### src/rtl/mem_bus_arbiter_pkg.sv
// Shared encodings for the core memory bus arbiter: FSM states, master IDs
// and the one-hot owner decode used for routing responses and grants.
package mem_bus_arbiter_pkg;

    typedef enum logic [1:0] {
        ST_IDLE = 2'd0,
        ST_REQ  = 2'd1,
        ST_WAIT = 2'd2
    } arb_state_e;

    localparam logic [1:0] M_JTAG     = 2'd0;
    localparam logic [1:0] M_LSU      = 2'd1;
    localparam logic [1:0] M_IFU      = 2'd2;
    localparam logic [1:0] OWNER_NONE = 2'd3;

    function automatic logic [2:0] owner_onehot(input logic [1:0] id);
        logic [2:0] oh;
        oh = 3'b000;
        case (id)
            M_JTAG:  oh = 3'b001;
            M_LSU:   oh = 3'b010;
            M_IFU:   oh = 3'b100;
            default: oh = 3'b000;
        endcase
        return oh;
    endfunction

endpackage

### src/rtl/mem_bus_arbiter_prio_enc.sv
// Fixed-priority encoder for three requesters: bit 0 wins, then bit 1, then bit 2.
// Purely combinational; id is OWNER_NONE when nothing requests.
module arb_prio_enc3
    import mem_bus_arbiter_pkg::*;
(
    input  logic [2:0] req_i,
    output logic [1:0] id_o,
    output logic       vld_o
);

    always_comb begin
        id_o = OWNER_NONE;
        if (req_i[0]) begin
            id_o = M_JTAG;
        end else if (req_i[1]) begin
            id_o = M_LSU;
        end else if (req_i[2]) begin
            id_o = M_IFU;
        end
    end

    assign vld_o = |req_i;

endmodule

### src/rtl/mem_bus_arbiter.sv
// Purpose: shares the core memory bus between JTAG (m0), LSU (m1) and IFU (m2), one transaction per grant.
// Latency: 3 cycles min request->response, one IDLE bubble between transactions; optional BUS_TIMEOUT_EN.
// Backpressure: s_gnt_i holds the owner in REQ, s_rvalid_i in WAIT; bus_wait_o/access_mem_hold_o stall the pipe.
module mem_bus_arbiter
    import mem_bus_arbiter_pkg::*;
#(
    parameter int ADDR_W    = 32,
    parameter int DATA_W    = 32,
    parameter int TO_CYCLES = 255
) (
    input  logic              clk,
    input  logic              rst_n,
    input  logic              m0_req_i,
    input  logic              m0_we_i,
    input  logic [ADDR_W-1:0] m0_addr_i,
    input  logic [DATA_W-1:0] m0_wdata_i,
    output logic              m0_gnt_o,
    output logic              m0_rvalid_o,
    output logic [DATA_W-1:0] m0_rdata_o,
    output logic              m0_err_o,
    input  logic              m1_req_i,
    input  logic              m1_we_i,
    input  logic [ADDR_W-1:0] m1_addr_i,
    input  logic [DATA_W-1:0] m1_wdata_i,
    output logic              m1_gnt_o,
    output logic              m1_rvalid_o,
    output logic [DATA_W-1:0] m1_rdata_o,
    output logic              m1_err_o,
    input  logic              m2_req_i,
    input  logic              m2_we_i,
    input  logic [ADDR_W-1:0] m2_addr_i,
    input  logic [DATA_W-1:0] m2_wdata_i,
    output logic              m2_gnt_o,
    output logic              m2_rvalid_o,
    output logic [DATA_W-1:0] m2_rdata_o,
    output logic              m2_err_o,
    output logic              s_req_o,
    output logic              s_we_o,
    output logic [ADDR_W-1:0] s_addr_o,
    output logic [DATA_W-1:0] s_wdata_o,
    input  logic              s_gnt_i,
    input  logic              s_rvalid_i,
    input  logic [DATA_W-1:0] s_rdata_i,
    output logic              bus_wait_o,
    output logic              access_mem_hold_o
);

    arb_state_e        state_q, state_d;
    logic [1:0]        owner_q, owner_d;
    logic [2:0]        req_vec;
    logic [1:0]        enc_id;
    logic              enc_vld;
    logic [2:0]        owner_oh;
    logic              owner_req;
    logic [2:0]        gnt_vec;
    logic [2:0]        rvalid_vec;
    logic [2:0]        err_vec;
    logic              rsp_vld;
    logic              rsp_err;
    logic [DATA_W-1:0] rsp_data;
    logic              to_hit;

    assign req_vec   = {m2_req_i, m1_req_i, m0_req_i};
    assign owner_oh  = owner_onehot(owner_q);
    assign owner_req = |(req_vec & owner_oh);

    arb_prio_enc3 u_prio_enc (
        .req_i (req_vec),
        .id_o  (enc_id),
        .vld_o (enc_vld)
    );

`ifdef BUS_TIMEOUT_EN
    localparam int CNT_W = $clog2(TO_CYCLES + 1);

    logic [CNT_W-1:0] cnt_q, cnt_d;

    // Zero whenever idle, so the first REQ cycle always sees a count of 0.
    always_comb begin
        cnt_d = '0;
        if (state_q != ST_IDLE && state_d != ST_IDLE) begin
            cnt_d = cnt_q + 1'b1;
        end
    end

    always_ff @(posedge clk or negedge rst_n) begin
        if (!rst_n) begin
            cnt_q <= '0;
        end else begin
            cnt_q <= cnt_d;
        end
    end

    assign to_hit = (state_q != ST_IDLE) && (cnt_q == CNT_W'(TO_CYCLES));
`else
    logic unused_cfg;
    assign unused_cfg = (TO_CYCLES == 0);
    assign to_hit     = 1'b0;
`endif

    always_comb begin
        state_d = state_q;
        owner_d = owner_q;
        s_req_o = 1'b0;
        gnt_vec = 3'b000;
        rsp_vld = 1'b0;
        rsp_err = 1'b0;
        case (state_q)
            ST_IDLE: begin
                if (enc_vld) begin
                    owner_d = enc_id;
                    state_d = ST_REQ;
                end
            end
            ST_REQ: begin
                if (to_hit) begin
                    rsp_vld = 1'b1;
                    rsp_err = 1'b1;
                    state_d = ST_IDLE;
                    owner_d = OWNER_NONE;
                end else begin
                    s_req_o = 1'b1;
                    if (s_gnt_i) begin
                        gnt_vec = owner_oh;
                        state_d = ST_WAIT;
                    end else if (!owner_req) begin
                        // Owner withdrew before the slave accepted: nothing was issued.
                        state_d = ST_IDLE;
                        owner_d = OWNER_NONE;
                    end
                end
            end
            ST_WAIT: begin
                if (to_hit) begin
                    rsp_vld = 1'b1;
                    rsp_err = 1'b1;
                    state_d = ST_IDLE;
                    owner_d = OWNER_NONE;
                end else if (s_rvalid_i) begin
                    rsp_vld = 1'b1;
                    state_d = ST_IDLE;
                    owner_d = OWNER_NONE;
                end
            end
            default: begin
                state_d = ST_IDLE;
                owner_d = OWNER_NONE;
            end
        endcase
    end

    always_ff @(posedge clk or negedge rst_n) begin
        if (!rst_n) begin
            state_q <= ST_IDLE;
            owner_q <= OWNER_NONE;
        end else begin
            state_q <= state_d;
            owner_q <= owner_d;
        end
    end

    always_comb begin
        s_we_o    = 1'b0;
        s_addr_o  = '0;
        s_wdata_o = '0;
        case (owner_q)
            M_JTAG: begin
                s_we_o    = m0_we_i;
                s_addr_o  = m0_addr_i;
                s_wdata_o = m0_wdata_i;
            end
            M_LSU: begin
                s_we_o    = m1_we_i;
                s_addr_o  = m1_addr_i;
                s_wdata_o = m1_wdata_i;
            end
            M_IFU: begin
                s_we_o    = m2_we_i;
                s_addr_o  = m2_addr_i;
                s_wdata_o = m2_wdata_i;
            end
            default: ;
        endcase
    end

    assign rvalid_vec = owner_oh & {3{rsp_vld}};
    assign err_vec    = owner_oh & {3{rsp_err}};
    assign rsp_data   = rsp_err ? '0 : s_rdata_i;

    assign m0_gnt_o    = gnt_vec[0];
    assign m1_gnt_o    = gnt_vec[1];
    assign m2_gnt_o    = gnt_vec[2];
    assign m0_rvalid_o = rvalid_vec[0];
    assign m1_rvalid_o = rvalid_vec[1];
    assign m2_rvalid_o = rvalid_vec[2];
    assign m0_err_o    = err_vec[0];
    assign m1_err_o    = err_vec[1];
    assign m2_err_o    = err_vec[2];
    assign m0_rdata_o  = rvalid_vec[0] ? rsp_data : '0;
    assign m1_rdata_o  = rvalid_vec[1] ? rsp_data : '0;
    assign m2_rdata_o  = rvalid_vec[2] ? rsp_data : '0;

    assign bus_wait_o = m2_req_i &
                        ~((owner_q == M_IFU) && (state_q == ST_WAIT) && s_rvalid_i);
    assign access_mem_hold_o = (m1_req_i | ((owner_q == M_LSU) && (state_q != ST_IDLE)))
                               & ~rvalid_vec[1];

endmodule

### config.mk
export PLATFORM = sky130hd
export DESIGN_NAME = mem_bus_arbiter
export DESIGN_NICKNAME = d
export VERILOG_FILES = /design/src/rtl/mem_bus_arbiter_pkg.sv /design/src/rtl/mem_bus_arbiter_prio_enc.sv /design/src/rtl/mem_bus_arbiter.sv
export SDC_FILE = /design/constraint.sdc
export NUM_CORES = 1
export LEC_CHECK = 0
export ABC_AREA = 1
export BUFFER_PORTS_ARGS = -buffer_cell sky130_fd_sc_hd__buf_4
export CAP_MARGIN = 10
export CORE_AREA = 2 2 160 162
export DETAILED_ROUTE_END_ITERATION = 8
export DIE_AREA = 0 0 162 164
export PLACE_DENSITY_LB_ADDON = 0.1
export SETUP_SLACK_MARGIN = 0.02
export SYNTH_ARGS = -nofsm -noshare
export SYNTH_HDL_FRONTEND = slang
export SYNTH_SLANG_ARGS = --single-unit
### constraint.sdc
create_clock -name clk -period 1.3 [get_ports clk]
set_input_delay 0.195 -clock clk [delete_from_list [all_inputs] [get_ports clk]]
set_output_delay 0.195 -clock clk [all_outputs]
set_load 0.05 [all_outputs]
==> results.toml <==
[status]
status = "finished with violations"
violations = "setup timing"

[place]
dp_hpwl_um = 15600
placed_cells = 1233
portBuffers = 403
gp_congestion = 0.742
pre_cts_ws_ns = -0.375

[sta]
fin_skew_ns = 0.00504
fin_crit_ns = 1.84
fin_ws_ns = -0.535
max_clock_freq_ghz = 0.545
setup_violations = 173
hold_viol = 0
finalMaxSlewViolations = 0
timing.final.crit_share_pct = 141
rsz0062_at_grt = "yes"
fin_tns_setup_ns = -80.79

[floorplan]
initial_utilization_pct = 8.31
ioPinCount = 407
die_w_um = 162
num_rows = 58
core-area_um2 = 24800
die_area_um2 = 26600
die_h_um = 164

[cts]
path_clk_slew_ns = 0.03
clock_latency_ns = 0.23
cts.sinks = 4
cts_tree = "yes"
clockRootBuffer = "clkbuf_16"
cts_buffer_depth = 2
numCtsBuffers = 3
htree_levels = 1

[worst_hold_path]
hp-class = "in -> reg"

[worst_setup_path]
worstSetupStartpointType = "flop"
cp.required_ns = 1.11
crit_type = "reg -> out"
cp-end-kind = "primary output"
worstPathArrival_ns = 1.64
worstPathMaxFanout = 13

[final_layout]
n_antenna_cell = 0
final_nets = 1149
final_common_cell = "buf_4"
fin_cells = 1244
fillers = 2680
mostFrequentLayoutCells = "272 x buf_4, 170 x nand2_1, 123 x buf_6"
drive_gt1_share_pct = 72.5
syn_to_final_growth_pct = 303

[routing]
avgViaCountPerCell = 3.74
wirelength_um = 18100
dr.pass1.iters = 4
wl_per_cell_um = 14.6
drtIter0Drc = 109
vias = 4651
ant_nets = 0
drc = 0

[synthesis]
synth_top_area_share_pct = 38.2
syn_area_um2 = 2060
yosysUniqueCellTypes = 16
synth_area_leaders = "nand2_1 38%, nor2_1 19%, nand3_1 17%"
synth_seq_cells = 4
avgSynthCellArea_um2 = 4.30
seq_area_frac_synth_pct = 4.97
synth_warnings = 0
synth_top_area_cell = "nand2_1"
syn_inst = 480

[run]
cap_violations = 0

[power]
p_sw_share_pct = 59.6
power.internal_mw = 6.63
irDropWorstVdd_mv = 1.27
seqPwrFrac_pct = 1.6
leakagePower_nw = 4.03
p_clk_share_pct = 3.1
pwr-share-comb_pct = 95.3
p_sw_mw = 9.78
power_density_nw_per_um2 = 1970

[global_routing]
grt-ovfl-total = 0
track_usage_pct = 12.3
grt_pass1_wl_um = 25800
antenna_found_initial = 0
grt_pass1_vias = 4679
grt_max_degree = 37
[critical path, cell delays in order, from the launching register on]
cell,delay (ns)
dfstp_2,0.54
nand2_2,0.07
buf_4,0.15
nor2_4,0.11
inv_4,0.08
buf_12,0.18
nor2_4,0.12
buf_8,0.15
[worst paths after layout]
check / startpoint / to / slack [ns] / cells past startpoint
max: owner_q[1]$_DFFE_PN1P_ / m2_rdata_o[10] / -0.54 / 7
min: s_gnt_i / state_q[0]$_DFFE_PN0P_ / 0.29 / 4
max reg2reg: owner_q[1]$_DFFE_PN1P_ / state_q[0]$_DFFE_PN0P_ / -0.27 / 10
min reg2reg: state_q[0]$_DFFE_PN0P_ / state_q[0]$_DFFE_PN0P_ / 0.60 / 3
max in group asynchronous: rst_n / owner_q[0]$_DFFE_PN1P_ / 0.77 / 2
min in group asynchronous: rst_n / state_q[0]$_DFFE_PN0P_ / 0.33 / 2
[final cells by class]
class | count | area (um^2) | share of cell area (%)
Timing Repair Buffer | 461 | 4540 | 54.6
Multi-Input combinational cell | 402 | 3010 | 36.2
Tap cell | 330 | 413 | 4.96
Inverter | 43 | 174 | 2.09
Sequential cell | 4 | 103 | 1.23
Clock buffer | 4 | 78.8 | 0.947
[power groups by stage]
stage | Clock (mW) | Combinational, mW | Sequential (mW)
floorplan | 0 | 9.00 | 0.291
global placement | 0 | 14.0 | 0.258
detailed placement | 0 | 13.9 | 0.258
CTS | 0.511 | 15.4 | 0.262
global route | 0.521 | 16.4 | 0.267
finish | 0.505 | 15.6 | 0.261
[logic make-up (layout without fill, tap and decap cells)]
family,after synthesis,in the layout,synth area share [%]
other cells,1,3,0.182
buf+inv,76,508,16.5
compound gates,2,2,0.485
flops,4,4,4.97
simple gates,397,397,77.9
[registers in the layout (all words and copies together) (netlist names)]
name and count:
owner_q 2, state_q 2
[metal layers]
metal,wire (um),up-vias,share of wire [%],track usage [%]
met5,0,-,0,0
met4,303,0,1.7,2.45
met3,1480,16,8.2,2.75
met2,10200,239,56,24.1
met1,6160,2081,34,13.5
li1,-,2315,-,-
[Yosys cell counts]
cell type / instances
nand2_1: 210
nor2_1: 107
nand3_1: 72
inv_1: 36
buf_2: 23
buf_4: 7
inv_2: 7
nor2_2: 4
clkbuf_1: 3
dfrtp_1: 2
dfstp_2: 2
nand4_1: 2
o21ai_0: 2
conb_1: 1
nand3b_1: 1
nor2_4: 1
[metrics by stage]
stage	total power, mW	utilization (%)	cell area, um^2	hold WS (ns)
floorplan	9.29	-	3410	-0.101
global placement	14.3	29.0	7190	-0.00322
detailed placement	14.2	29.0	7190	-0.00524
CTS	16.2	32.4	8050	0.287
global route	17.2	33.5	8320	0.326
finish	16.4	33.5	8320	0.287
[repair_timing]
item	in CTS	in global routing
buffers inserted	1	2
hold buffers	1	0
cloned	1	2
pin swaps	1	5
endpoints found under the setup margin	173	173
hold endpoints to repair	4	0
resized for setup	206	57
Power figures use the tool's default switching activity.
